`src/rtl/switch_ctrl_pkg.sv`:
```
// Shared types and constants for the counter-path switch conditioning logic.
package switch_ctrl_pkg;

   typedef enum logic {STABLE = 1'b0, CHECK = 1'b1} db_state_t;
   typedef enum logic {RUN = 1'b0, HOLD = 1'b1}     rst_state_t;

   localparam int DB_CYCLES_DEF   = 1000000;
   localparam int RST_HOLD_DEF    = 16;
   localparam int SYNC_STAGES_DEF = 2;

   // VIO bus layout: upper pair is the virtual reset, lower pair the virtual direction
   localparam int VRST_HI = 3;
   localparam int VRST_LO = 2;
   localparam int VDIR_HI = 1;
   localparam int VDIR_LO = 0;

endpackage

```
`src/rtl/switch_ctrl_cond_debounce_cell.sv`:
```
// Synchroniser plus two-state debouncer for one bouncy slide switch.
module debounce_cell
   import switch_ctrl_pkg::*;
#(
   parameter int   DB_CYCLES   = DB_CYCLES_DEF,
   parameter int   SYNC_STAGES = SYNC_STAGES_DEF,
   parameter logic RST_VAL     = 1'b0
) (
   input  logic clock,
   input  logic rst_n,
   input  logic din_async,
   output logic db_out,
   output logic busy
);

   localparam int            CW       = (DB_CYCLES > 1) ? $clog2(DB_CYCLES) : 1;
   localparam logic [CW-1:0] CNT_LAST = CW'(DB_CYCLES - 1);

   logic [SYNC_STAGES-1:0] sync_q;
   logic                   din_sync;
   db_state_t              state, state_nx;
   logic [CW-1:0]          cnt, cnt_nx;
   logic                   db_nx;

   // Synchroniser resets to the debounced reset value so release is quiet
   always_ff @(posedge clock or negedge rst_n) begin
      if (!rst_n) sync_q <= {SYNC_STAGES{RST_VAL}};
      else        sync_q <= {sync_q[SYNC_STAGES-2:0], din_async};
   end

   assign din_sync = sync_q[SYNC_STAGES-1];

   always_ff @(posedge clock or negedge rst_n) begin
      if (!rst_n) begin
         state  <= STABLE;
         cnt    <= '0;
         db_out <= RST_VAL;
      end else begin
         state  <= state_nx;
         cnt    <= cnt_nx;
         db_out <= db_nx;
      end
   end

   always_comb begin
      state_nx = state;
      cnt_nx   = cnt;
      db_nx    = db_out;
      case (state)
         STABLE: begin
            if (din_sync != db_out) begin
               state_nx = CHECK;
               cnt_nx   = '0;
            end
         end
         CHECK: begin
            // Any return to the accepted level abandons the candidate edge
            if (din_sync == db_out) begin
               state_nx = STABLE;
            end else if (cnt == CNT_LAST) begin
               db_nx    = din_sync;
               state_nx = STABLE;
            end else begin
               cnt_nx = cnt + 1'b1;
            end
         end
         default: state_nx = STABLE;
      endcase
   end

   always_comb begin
      busy = (state == CHECK);
   end

endmodule

```
`src/rtl/switch_ctrl_cond.sv`:
```
// Conditions SW0/SW1 and the VIO control bus into a held counter reset,
// a clean direction level and single-cycle ILA event strobes.
module switch_ctrl_cond
   import switch_ctrl_pkg::*;
#(
   parameter int DB_CYCLES   = DB_CYCLES_DEF,
   parameter int SYNC_STAGES = SYNC_STAGES_DEF,
   parameter int RST_HOLD    = RST_HOLD_DEF
) (
   input  logic       clock,
   input  logic       rst_n,
   input  logic       sw_rst_n,
   input  logic       sw_dir,
   input  logic [3:0] vio_din,
   output logic       cnt_rst_n,
   output logic       cnt_dir,
   output logic       dir_chg,
   output logic       rst_evt,
   output logic       db_busy
);

   localparam int            HW        = (RST_HOLD > 1) ? $clog2(RST_HOLD) : 1;
   localparam logic [HW-1:0] HOLD_LAST = HW'(RST_HOLD - 1);

   logic                        sw_rst_n_db, sw_dir_db, rst_busy, dir_busy;
   logic [SYNC_STAGES-1:0][3:0] vio_q;
   logic [3:0]                  vio_sync;
   logic                        vrst, vdir, rst_req, dir_next;
   rst_state_t                  state, state_nx;
   logic [HW-1:0]               hold_cnt, hold_nx;
   logic                        run_nx, evt_nx;

   debounce_cell #(
      .DB_CYCLES(DB_CYCLES), .SYNC_STAGES(SYNC_STAGES), .RST_VAL(1'b1)
   ) u_db_rst (
      .clock(clock), .rst_n(rst_n), .din_async(sw_rst_n),
      .db_out(sw_rst_n_db), .busy(rst_busy)
   );

   debounce_cell #(
      .DB_CYCLES(DB_CYCLES), .SYNC_STAGES(SYNC_STAGES), .RST_VAL(1'b0)
   ) u_db_dir (
      .clock(clock), .rst_n(rst_n), .din_async(sw_dir),
      .db_out(sw_dir_db), .busy(dir_busy)
   );

   assign db_busy = rst_busy | dir_busy;

   // VIO is already clean, only synchronised
   always_ff @(posedge clock or negedge rst_n) begin
      if (!rst_n) vio_q <= '0;
      else        vio_q <= {vio_q[SYNC_STAGES-2:0], vio_din};
   end

   assign vio_sync = vio_q[SYNC_STAGES-1];
   assign vrst     = vio_sync[VRST_HI] & vio_sync[VRST_LO];
   assign vdir     = vio_sync[VDIR_HI] & vio_sync[VDIR_LO];
   assign rst_req  = ~sw_rst_n_db | vrst;
   assign dir_next = sw_dir_db | vdir;

   always_ff @(posedge clock or negedge rst_n) begin
      if (!rst_n) begin
         state    <= HOLD;
         hold_cnt <= '0;
      end else begin
         state    <= state_nx;
         hold_cnt <= hold_nx;
      end
   end

   always_comb begin
      state_nx = state;
      hold_nx  = hold_cnt;
      case (state)
         RUN: begin
            if (rst_req) begin
               state_nx = HOLD;
               hold_nx  = '0;
            end
         end
         HOLD: begin
            // Counter saturates; a lingering request just extends the hold
            if (hold_cnt == HOLD_LAST) begin
               if (!rst_req) state_nx = RUN;
            end else begin
               hold_nx = hold_cnt + 1'b1;
            end
         end
         default: state_nx = HOLD;
      endcase
   end

   always_comb begin
      run_nx = (state_nx == RUN);
      evt_nx = (state == RUN) && (state_nx == HOLD);
   end

   // Outputs come straight from flops so the counter sees no decode glitches
   always_ff @(posedge clock or negedge rst_n) begin
      if (!rst_n) begin
         cnt_rst_n <= 1'b0;
         rst_evt   <= 1'b0;
         cnt_dir   <= 1'b0;
         dir_chg   <= 1'b0;
      end else begin
         cnt_rst_n <= run_nx;
         rst_evt   <= evt_nx;
         cnt_dir   <= dir_next;
         dir_chg   <= dir_next ^ cnt_dir;
      end
   end

endmodule

```
`config.mk`:
```
export PLATFORM = sky130hd
export DESIGN_NAME = switch_ctrl_cond
export DESIGN_NICKNAME = d
export VERILOG_FILES = /design/src/rtl/switch_ctrl_pkg.sv /design/src/rtl/switch_ctrl_cond_debounce_cell.sv /design/src/rtl/switch_ctrl_cond.sv
export SDC_FILE = /design/constraint.sdc
export NUM_CORES = 1
export LEC_CHECK = 0
export CAP_MARGIN = 15
export CORE_MARGIN = 2
export CORE_UTILIZATION = 60
export CTS_CLUSTER_SIZE = 12
export DETAILED_ROUTE_END_ITERATION = 8
export PLACE_DENSITY_LB_ADDON = 0.1
export SETUP_SLACK_MARGIN = 0.4
export SYNTH_ARGS = -nofsm -noshare
export SYNTH_HDL_FRONTEND = slang
export SYNTH_SLANG_ARGS = --single-unit
```
`constraint.sdc`:
```
create_clock -name clock -period 5.25 [get_ports clock]
set_clock_uncertainty 0.15 [all_clocks]
set_input_delay 1.05 -clock clock [delete_from_list [all_inputs] [get_ports clock]]
set_output_delay 1.05 -clock clock [all_outputs]
set_load 0.005 [all_outputs]
```
==> summary.txt, run 1 <==
Setup path
  • Slowest stage delay, CP: 0.53 ns
  • CP Launch Type: flip-flop
  • Slowest CP cell: dfrtp_1
  • Critical path type: reg2out
  • WP buf/inv: 1
  • Crit path capture type: output port
  • Crit path DAT: 1.67 ns
  • CP delay by family, top: flip-flops
  • Req. time, crit path: 4.05 ns
  • Crit Path Max Fanout: 14
  • Crit-path cells: or2_2 > clkdlybuf4s50_1

STA
  • Setup slack after layout: 2.38 ns
  • Maximum clock rate: 349 MHz
  • Final setup fails: 0
  • RSZ-0062 raised after global routing: false
  • Worst Tran Pin Value: 0.742 ns
  • Final Hold Vio Count: 0
  • Final period utilization: 54.6%
  • Worst hold margin: 0.197 ns
  • Pins Over Slew Limit: 0
  • Max-slew headroom: 50.5%
  • Setup_tns: 0 ns
  • Min cycle time layout: 2.87 ns

Place
  • Dpl ws: ~2.7 ns
  • Final Wtd Congestion: 0.882
  • Port Buffers: 12
  • Detail Placement HPWL: around 3900 µm

Layout
  • Reg area: 1630 µm²
  • Final-layout fill cell count: 398
  • Multi-input combinational cell area: between 1000 and 1500 µm²
  • Fin nets: 341
  • P&R area growth vs syn: 10.9%
  • Share of cells above drive strength 1: 12.8%
  • N_diodes: 0

Run
  • Max Cap Viol: 0

Synthesis
  • Number of synthesized flops with an enable pin: 0
  • Top FF cell, synth: dfrtp_1
  • Post-synth top area share: 48.3%
  • Area leader, netlist: dfrtp_1
  • Post-synth net total: 330
  • Distinct cells, synth: 53
  • Syn Area/Cell: 9.92 µm²
  • Commonest cells in the netlist: 61 x dfrtp_1, 34 x nand2_1, 26 x o21ai_0
  • Async SR Flop Fraction: 100%
  • Mapped Area: 3160 µm²
  • Sequential area share after synthesis: 51.6%
  • Synth warn: 0
  • Ranking of synthesized cells by area: dfrtp_1 48%, o21ai_0 4.1%, nand2_1 4.0%, nand3_1 3.6%, dfstp_2 3.3%
  • Top-count cell post-synth: dfrtp_1
  • Synthesized netlist cell count: about 320
  • Post-synthesis register bit count: 65

Power and ir drop
  • Power Total: 1.01 mW
  • Pleak: between 1 and 1.5 nW
  • VDD IR-drop max: approximately 250 µV
  • Pwr/cell area: about 290 nW/µm²

Floorplan
  • Initial Utilization: 61.9%
  • Die Wd: 76.6 µm
  • Site Rows: 26
  • Core area: 5110 µm²
  • Die ar.: 5870 µm²
  • I/O pins: 13
  • Chip height: 76.6 µm

GRT
  • Vias in the first global route: 2,238
  • Initial antenna violation count: 0
  • Overall Global Routing Usage: 22.0%
  • Grt ovf: 0
  • Largest net degree at the start of global routing: 40
  • First-pass GRT wire length: 10,300 µm

Clocking
  • Sink Count: 65
  • CTS tree: done
  • Root Driver: clkbuf_8
  • Hold-fix buffers at CTS: 0
  • H-tree lvl count: 3
  • Clock Latency Late Sink: 0.34 ns
  • Setup Buffers After CTS: 0
  • Clk slew on worst S/H paths: 0.07 ns
  • Max Buffers Root-to-Sink: 2
  • Num CTS Buffers: 9
  • PostCTS Resize Cnt: 0

Routing
  • DR DRC count: 0
  • DRT iter0 DRCs: 174
  • DRT antenna net count: 0
  • Wirelength per Cell: 14.5 µm
  • Drt first pass iters: 4
  • Vias/cell: approximately 6
  • Drt total wl: 5870 µm
  • Routed vias: 2,450

Status
  • Status: completed

Hold path
  • HP Class: reg2reg
[per-layer routing]
metal	share of wire (%)	GRT usage, %	up-vias
li1	-	-	1191
met1	47	29.4	1202
met2	48	34.4	47
met3	3.3	4.62	10
met4	1.7	10.9	0
met5	0	0	-
[placed cells by master, fill, tap and decap left out, drive strengths merged, types with 3 or more instances in the layout]
| cell type | Yosys | final |
|---|---|---|
| inv | 8 | 8 |
| clkinv | 1 | 4 |
| buf | 12 | 3 |
| and4 | 3 | 3 |
| dfrtp | 61 | 61 |
| a21oi | 18 | 18 |
| nand2 | 37 | 37 |
| a22o | 9 | 9 |
| mux2 | 3 | 3 |
| and3 | 4 | 4 |
| clkbuf | 2 | 10 |
| nand2b | 4 | 4 |
| nor4 | 6 | 6 |
| xnor2 | 3 | 3 |
| and2 | 4 | 4 |
| a41oi | 3 | 3 |
| clkdlybuf4s50 | 0 | 11 |
| nor3 | 4 | 4 |
| nand4 | 9 | 9 |
| nand3 | 24 | 24 |
| nor2b | 3 | 3 |
| dfstp | 4 | 4 |
| ha | 3 | 3 |
| nor2 | 22 | 22 |
| a21o | 4 | 4 |
| o31ai | 4 | 4 |
| a31oi | 12 | 12 |
| or3 | 4 | 4 |
| o21ai | 30 | 30 |
[final timing paths]
kind                                   end  depth (start not counted)  slack, ns             from
max reg2reg                u_db_rst.cnt[5]                          6       2.87  u_db_rst.cnt[0]
min in group asynchronous          dir_chg                          1       0.56            rst_n
max in group asynchronous            state                          2       3.46            rst_n
max                                db_busy                          2       2.38    u_db_dir.busy
min reg2reg                    vio_sync[3]                          0       0.20         vio_q[3]
min                            vio_sync[3]                          0       0.20         vio_q[3]
[power by group]
group / leakage, nW / total, mW / internal, mW / switching [mW]
clock network: 0.0985 / 0.428 / 0.233 / 0.195
logic: 0.544 / 0.0547 / 0.0216 / 0.0332
registers: 0.838 / 0.523 / 0.513 / 0.00950
total: 1.48 / 1.01 / 0.767 / 0.238
[flip-flops by register name (all words and copies together), names as in the netlist, 2 cells and up]
signal / cells
u_db_dir.cnt: 20
u_db_rst.cnt: 20
hold_cnt: 4
vio_q: 4
vio_sync: 4
u_db_dir.sync_q: 2
u_db_rst.sync_q: 2
[kinds of logic after synthesis]
kind of cell	count (synthesis)	synth area share, %
buffers and inverters	23	3.76
AOI/OAI and AO/OA	87	17.8
xor gates and xnor gates	5	1.38
muxes	5	1.70
DFF	65	51.6
adders and majority gates	3	1.19
and+or+nand+nor	131	22.6
[per-stage QoR]
step | util, % | area, µm² | std cells
after floorplan | - | 3160 | 319
final | 68.7 | 3510 | 405
after global placement | 64.4 | 3290 | 388
after global routing | 68.7 | 3510 | 405
after detailed placement | 64.4 | 3290 | 388
after CTS | 68.4 | 3490 | 404
[final cells by class]
class | count | area share [%]
Inverter | 9 | 0.963
Clock buffer | 10 | 3.92
Sequential cell | 65 | 46.5
Timing Repair Buffer | 14 | 3.92
Multi-Input combinational cell | 231 | 40.3
Tap cell | 70 | 2.50
Clock inverter | 6 | 1.93
Note: power is estimated with default switching activity, not from simulation.
==> run 2, diff against run 1 <==
==> constraint.sdc (replaced) <==
create_clock -name clock -period 3.01 [get_ports clock]
set_clock_uncertainty 0.15 [all_clocks]
set_input_delay 0.602 -clock clock [delete_from_list [all_inputs] [get_ports clock]]
set_output_delay 0.602 -clock clock [all_outputs]
set_load 0.005 [all_outputs]
==> run 2 against run 1 <==
Effect of this change: combinational power up 72%; wire length up 0.37%; critical path depth unchanged; die area unchanged; critical path type unchanged.
==> summary.txt, run 2 (same netlist as run 1, synthesis figures left out) <==
Routing
  • DR DRC count: 0 (unchanged)
  • Vias/cell: 6.05 (about the same)
  • DRT antenna net count: 0 (unchanged)
  • DRT iter0 DRCs: 174 (unchanged)
  • Drt total wl: 5890 µm (was 5870 µm)
  • Routed vias: 2,457 (was 2,450)
  • Drt first pass iters: 5 (was 4)
  • Wirelength per Cell: 14.5 µm (about the same)

Place
  • Final Wtd Congestion: 0.803 (was 0.882)
  • Detail Placement HPWL: 4000 µm (was 3850 µm)
  • Port Buffers: 12 (unchanged)

Layout
  • Share of cells above drive strength 1: 13.1% (was 12.8%)
  • P&R area growth vs syn: 10.8% (was 10.9%)
  • Final core utilization: 68.6% (was 68.7%)
  • Commonest non-fill, non-tap cell in the layout: dfrtp_1 (unchanged)
  • N_diodes: 0 (unchanged)
  • Largest regs: u_db_dir.cnt: 20 flops, u_db_rst.cnt: 20 flops (unchanged)
  • Most frequent cells in the layout: 61 x dfrtp_1, 34 x nand2_1, 26 x o21ai_0 (unchanged)
  • Fin nets: 342 (was 341)

Clocking
  • Hold-fix buffers at CTS: 0 (unchanged)
  • PostCTS Resize Cnt: 0 (unchanged)
  • Clock Latency Late Sink: 0.34 ns (about the same)
  • Clk slew on worst S/H paths: 0.08 ns (was 0.07 ns)
  • Sink Count: 65 (unchanged)
  • Setup Buffers After CTS: 0 (unchanged)
  • Max Buffers Root-to-Sink: 2 (unchanged)
  • H-tree lvl count: 3 (unchanged)
  • CTS tree: done (unchanged)
  • Num CTS Buffers: 9 (unchanged)
  • Root Driver: clkbuf_8 (unchanged)

Power and ir drop
  • Pwr/cell area: 501 nW/µm² (was 286 nW/µm²)
  • Sw Ratio: 24.9% (was 23.7%)
  • Reg power frac: 51.9% (was 52.0%)
  • VDD IR-drop max: 450 µV (was 248 µV)
  • Clock Power Share: 42.7% (was 42.6%)
  • Pleak: 1.47 nW (was 1.48 nW)
  • Logic pwr share: 5.4% (about the same)
  • Internal: 1.32 mW (was 0.767 mW)
  • Sw Pwr: 0.436 mW (was 0.238 mW)

Run
  • Max Cap Viol: 0 (unchanged)

GRT
  • First-pass GRT wire length: 10,200 µm (was 10,300 µm)
  • Initial antenna violation count: 0 (unchanged)
  • Largest net degree at the start of global routing: 26 (was 40)
  • Grt ovf: 0 (unchanged)
  • Overall Global Routing Usage: 22.0% (about the same)
  • Vias in the first global route: 2,193 (was 2,238)

Setup path
  • Worst R2R Start: u_db_rst.cnt[0] (unchanged)
  • CP Launch Type: flip-flop (unchanged)
  • CP delay by family, top: flip-flops (unchanged)
  • Critical path type: reg2out (unchanged)
  • Crit-path cells: or2_2 > clkdlybuf4s50_1 (unchanged)
  • Crit path DAT: 1.72 ns (was 1.67 ns)
  • Slowest stage delay, CP: 0.56 ns (was 0.53 ns)
  • WP buf/inv: 1 (unchanged)
  • Crit path capture type: output port (unchanged)
  • Crit Path Max Fanout: 14 (unchanged)
  • Req. time, crit path: 2.26 ns (was 4.05 ns)
  • R2r endpoint: u_db_rst.cnt[10] (was u_db_rst.cnt[5])
  • FF-to-FF path depth: 6 (unchanged)
  • Setup slack, reg-to-reg: 0.68 ns (was 2.87 ns)
  • Slowest CP cell: dfrtp_1 (unchanged)

Floorplan
  • Site Rows: 26 (unchanged)
  • I/O pins: 13 (unchanged)
  • Chip height: 76.6 µm (unchanged)
  • Die Wd: 76.6 µm (unchanged)
  • Core area: 5110 µm² (unchanged)
  • Initial Utilization: 61.9% (unchanged)
  • Die ar.: 5870 µm² (unchanged)

Status
  • Status: completed (unchanged)

STA
  • Final Hold Vio Count: 0 (unchanged)
  • Worst hold margin: 0.0162 ns (was 0.197 ns)
  • Worst Tran Pin Value: 0.806 ns (was 0.742 ns)
  • Final period utilization: 82.0%
  • Min cycle time layout: around 2.5 ns
  • Final setup fails: 0 (unchanged)
  • Setup_tns: 0 ns (unchanged)
  • Maximum clock rate: 405 MHz
  • Max-slew headroom: 46.3% (was 50.5%)
  • Pins Over Slew Limit: 0 (unchanged)
  • RSZ-0062 raised after global routing: false (unchanged)

Hold path
  • HP Class: in2async (was reg2reg)
## run 2: through the flow
stage,total power [mW],worst slack [ns],cell area (µm²),cells
6_report,1.76,0.541,3500,406
2_1_floorplan,0.981,1.17,3160,319
3_5_place_dp,1.02,0.717,3300,390
3_3_place_gp,1.02,0.814,3300,390
5_1_grt,1.83,0.451,3500,406
4_1_cts,1.77,0.526,3500,406
## run 2: layout make-up
cell class	instances	area (µm²)
well taps	70	87.6
flip-flops and latches	65	1630
multi-input cells	231	1410
fillers	410	1600
repair buffers	15	138
clock inverters	7	77.6
clock buffers	9	124
inverters	9	33.8
## run 2: how the worst max path moves through the flow
stage          slack [ns]            start  depth (start not counted)               end
3_3_place_gp         0.81  u_db_rst.cnt[0]                          6   u_db_rst.cnt[5]
4_1_cts              0.53    u_db_dir.busy                          2           db_busy
5_1_grt              0.45  u_db_rst.cnt[0]                          6   u_db_rst.cnt[8]
2_1_floorplan        1.17  u_db_dir.cnt[0]                          6  u_db_dir.cnt[14]
6_report             0.54    u_db_dir.busy                          2           db_busy
3_5_place_dp         0.72  u_db_rst.cnt[0]                          6   u_db_rst.cnt[3]
## run 2: metal layers
| layer | vias up | part of all wire (%) | global-route usage [%] |
|---|---|---|---|
| met4 | 0 | 1.7 | 9.64 |
| met3 | 11 | 5.4 | 5.57 |
| li1 | 1196 | - | - |
| met1 | 1165 | 47 | 30.7 |
| met2 | 85 | 46 | 32.7 |
| met5 | - | 0 | 0 |
## run 2: worst reg2reg max path: stages (launching register included)
cell,delay [ns]
dfrtp_1,0.41
ha_1,0.22
nand3_2,0.16
nor4_4,0.37
a31o_1,0.62
o21ai_0,0.20
o31ai_1,0.10
## run 2: power groups by stage
| stage | registers, mW | logic, mW | clock network, mW |
|---|---|---|---|
| after floorplan | 0.924 | 0.0576 | 0 |
| after global placement | 0.927 | 0.0935 | 0 |
| after detailed placement | 0.928 | 0.0957 | 0 |
| after CTS | 0.911 | 0.0956 | 0.766 |
| after global routing | 0.914 | 0.109 | 0.803 |
| final | 0.911 | 0.0940 | 0.750 |
==> run 3, diff against run 2 <==
==> constraint.sdc (replaced) <==
create_clock -name clock -period 2.3 [get_ports clock]
set_clock_uncertainty 0.15 [all_clocks]
set_input_delay 0.46 -clock clock [delete_from_list [all_inputs] [get_ports clock]]
set_output_delay 0.46 -clock clock [all_outputs]
set_load 0.005 [all_outputs]
==> run 3 against run 2 <==
Effect of this change: clock power grew 24%; global-route usage grew 3.8 points; largest cell class unchanged; wire length grew 35%; setup slack lost 0.22 ns; power grew 33%; count of clock-buffer cells in the layout grew 4; worst hold slack gained 0.18 ns; final cell count grew 11%; non-clock buffer count grew 41; register-to-register slack lost 0.36 ns.
==> summary.txt, run 3 (same netlist as run 1, synthesis figures left out) <==
Floorplan
  • Die ar.: 5870 µm² (unchanged)
  • Core area: 5110 µm² (unchanged)
  • I/O pins: 13 (unchanged)
  • Initial Utilization: 61.9% (unchanged)
  • Site Rows: 26 (unchanged)
  • Die Wd: 76.6 µm (unchanged)
  • Chip height: 76.6 µm (unchanged)

Place
  • Placed Area: 3350 µm² (was 3300 µm²)
  • Dpl ws: 0.190 ns (was 0.717 ns)
  • Final Wtd Congestion: 0.858 (was 0.803)
  • Detail Placement HPWL: 4160 µm (was 4000 µm)
  • Placed cells: 394 (was 390)
  • Port Buffers: 12 (unchanged)

GRT
  • Grt ovf: 0 (unchanged)
  • Overall Global Routing Usage: 25.8% (was 22.0%)
  • Initial antenna violation count: 0 (unchanged)
  • Largest net degree at the start of global routing: 41 (was 26)
  • Vias in the first global route: 2,566 (was 2,193)
  • First-pass GRT wire length: 11,800 µm (was 10,200 µm)

STA
  • Setup slack after layout: 0.316 ns (was 0.541 ns)
  • Worst Tran Pin Value: 0.636 ns (was 0.806 ns)
  • Final Hold Vio Count: 0 (unchanged)
  • Max-slew headroom: 57.3% (was 46.3%)
  • Pins Over Slew Limit: 0 (unchanged)
  • Final setup fails: 0 (unchanged)
  • Setup_tns: 0 ns (unchanged)
  • Final period utilization: 86.3%
  • RSZ-0062 raised after global routing: true (was false)
  • Worst hold margin: 0.200 ns (was 0.0162 ns)
  • Maximum clock rate: about 500 MHz
  • Min cycle time layout: 1.98 ns

Layout
  • Finished Cell Area: 4130 µm² (was 3500 µm²)
  • Commonest non-fill, non-tap cell in the layout: dfrtp_1 (unchanged)
  • P&R area growth vs syn: 30.4% (was 10.8%)
  • Most frequent cells in the layout: 57 x dfrtp_1, 32 x nand2_1, 31 x buf_4 (was 61 x dfrtp_1, 34 x nand2_1, 26 x o21ai_0)
  • N_diodes: 0 (unchanged)
  • Share of cells above drive strength 1: 31.7% (was 13.1%)
  • Largest regs: u_db_dir.cnt: 20 flops, u_db_rst.cnt: 20 flops (unchanged)
  • Final core utilization: 80.8% (was 68.6%)
  • Fin nets: 385 (was 342)
  • Finished Layout Cells: 449 (was 406)
  • Final-layout fill cell count: 313 (was 410)

Power and ir drop
  • Sw Ratio: 24.9% (about the same)
  • Clock Power Share: 39.9% (was 42.7%)
  • VDD IR-drop max: 546 µV (was 450 µV)
  • Pleak: 1.76 nW (was 1.47 nW)
  • Pwr/cell area: 567 nW/µm² (was 501 nW/µm²)
  • Reg power frac: 51.0% (was 51.9%)
  • Sw Pwr: 0.583 mW (was 0.436 mW)
  • Logic pwr share: 9.1% (was 5.4%)
  • Power Total: 2.34 mW (was 1.76 mW)
  • Internal: 1.76 mW (was 1.32 mW)

Clocking
  • CTS tree: done (unchanged)
  • Clk slew on worst S/H paths: 0.07 ns (was 0.08 ns)
  • H-tree lvl count: 3 (unchanged)
  • Root Driver: clkbuf_8 (unchanged)
  • Max Buffers Root-to-Sink: 2 (unchanged)
  • Num CTS Buffers: 9 (unchanged)
  • Clock Latency Late Sink: 0.35 ns (was 0.34 ns)
  • Sink Count: 65 (unchanged)

Run
  • Max Cap Viol: 0 (unchanged)

Setup path
  • Crit Path Max Fanout: 6 (was 14)
  • CP Launch Type: flip-flop (unchanged)
  • Crit path DAT: 2.06 ns (was 1.72 ns)
  • Req. time, crit path: 2.38 ns (was 2.26 ns)
  • Critical path type: reg2reg (was reg2out)
  • Crit path capture type: flip-flop (was output port)

Routing
  • Routed vias: 2,783 (was 2,457)
  • Vias/cell: 6.20 (was 6.05)
  • DRT iter0 DRCs: 194 (was 174)
  • DRT antenna net count: 0 (unchanged)
  • Drt total wl: 7920 µm (was 5890 µm)
  • DR DRC count: 0 (unchanged)
  • Drt first pass iters: 5 (unchanged)
  • Wirelength per Cell: 17.6 µm (was 14.5 µm)

Status
  • Status: completed (unchanged)

Hold path
  • HP Class: reg2reg (was in2async)
-- run 3: cell type report --
| type | instances | area (µm²) | share of cell area, % |
|---|---|---|---|
| clock buffers | 13 | 169 | 4.09 |
| clock inverters | 3 | 23.8 | 0.576 |
| inverters | 9 | 43.8 | 1.06 |
| multi-input cells | 232 | 1620 | 39.3 |
| flip-flops and latches | 65 | 1640 | 39.7 |
| well taps | 70 | 87.6 | 2.12 |
| repair buffers | 56 | 538 | 13.0 |
| repair inverters | 1 | 6.26 | 0.152 |
-- run 3: path summary, 6_finish.rpt --
check | start | endpoint | slack [ns] | depth (start not counted)
max in group asynchronous | rst_n | u_db_rst.busy | 1.08 | 3
hold / removal | vio_q[0] | vio_sync[0] | 0.20 | 0
setup reg to reg | u_db_dir.cnt[0] | u_db_dir.cnt[10] | 0.32 | 9
hold reg to reg | vio_q[0] | vio_sync[0] | 0.20 | 0
min in group asynchronous | rst_n | u_db_dir.cnt[8] | 0.49 | 3
setup / recovery | u_db_dir.cnt[0] | u_db_dir.cnt[10] | 0.32 | 9
-- run 3: metal layers --
layer  vias up  global-route usage (%)  share of wire, %
met1      1376                    31.6                41
met5         -                       0                 0
met2       104                    43.0                52
met3        26                    5.57               4.7
met4         0                    13.3               2.1
li1       1277                       -                 -
-- run 3: repair_timing --
item,4_1_cts,5_1_grt
hold endpoints to repair,25,0
endpoints found under the setup margin,40,44
hold buffers,1,0
pin swaps,10,20
gates cloned,0,5
gates resized for setup,26,48
buffers inserted,15,18
-- run 3: worst max-delay path, stage by stage (launching register included) --
cell and delay, ns:
dfrtp_1 0.38, ha_2 0.23, nand3_4 0.09, nor4_4 0.31, buf_4 0.17, a31o_4 0.20, buf_12 0.12, inv_8 0.04
nand4b_1 0.08, o211ai_1 0.09
-- run 3: power by group through the flow --
| stage | Sequential, mW | Clock, mW | Combinational, mW |
|---|---|---|---|
| 2_1_floorplan | 1.21 | 0 | 0.0753 |
| 3_3_place_gp | 1.21 | 0 | 0.133 |
| 3_5_place_dp | 1.21 | 0 | 0.136 |
| 4_1_cts | 1.19 | 0.944 | 0.162 |
| 5_1_grt | 1.19 | 1.00 | 0.232 |
| 6_report | 1.19 | 0.933 | 0.213 |
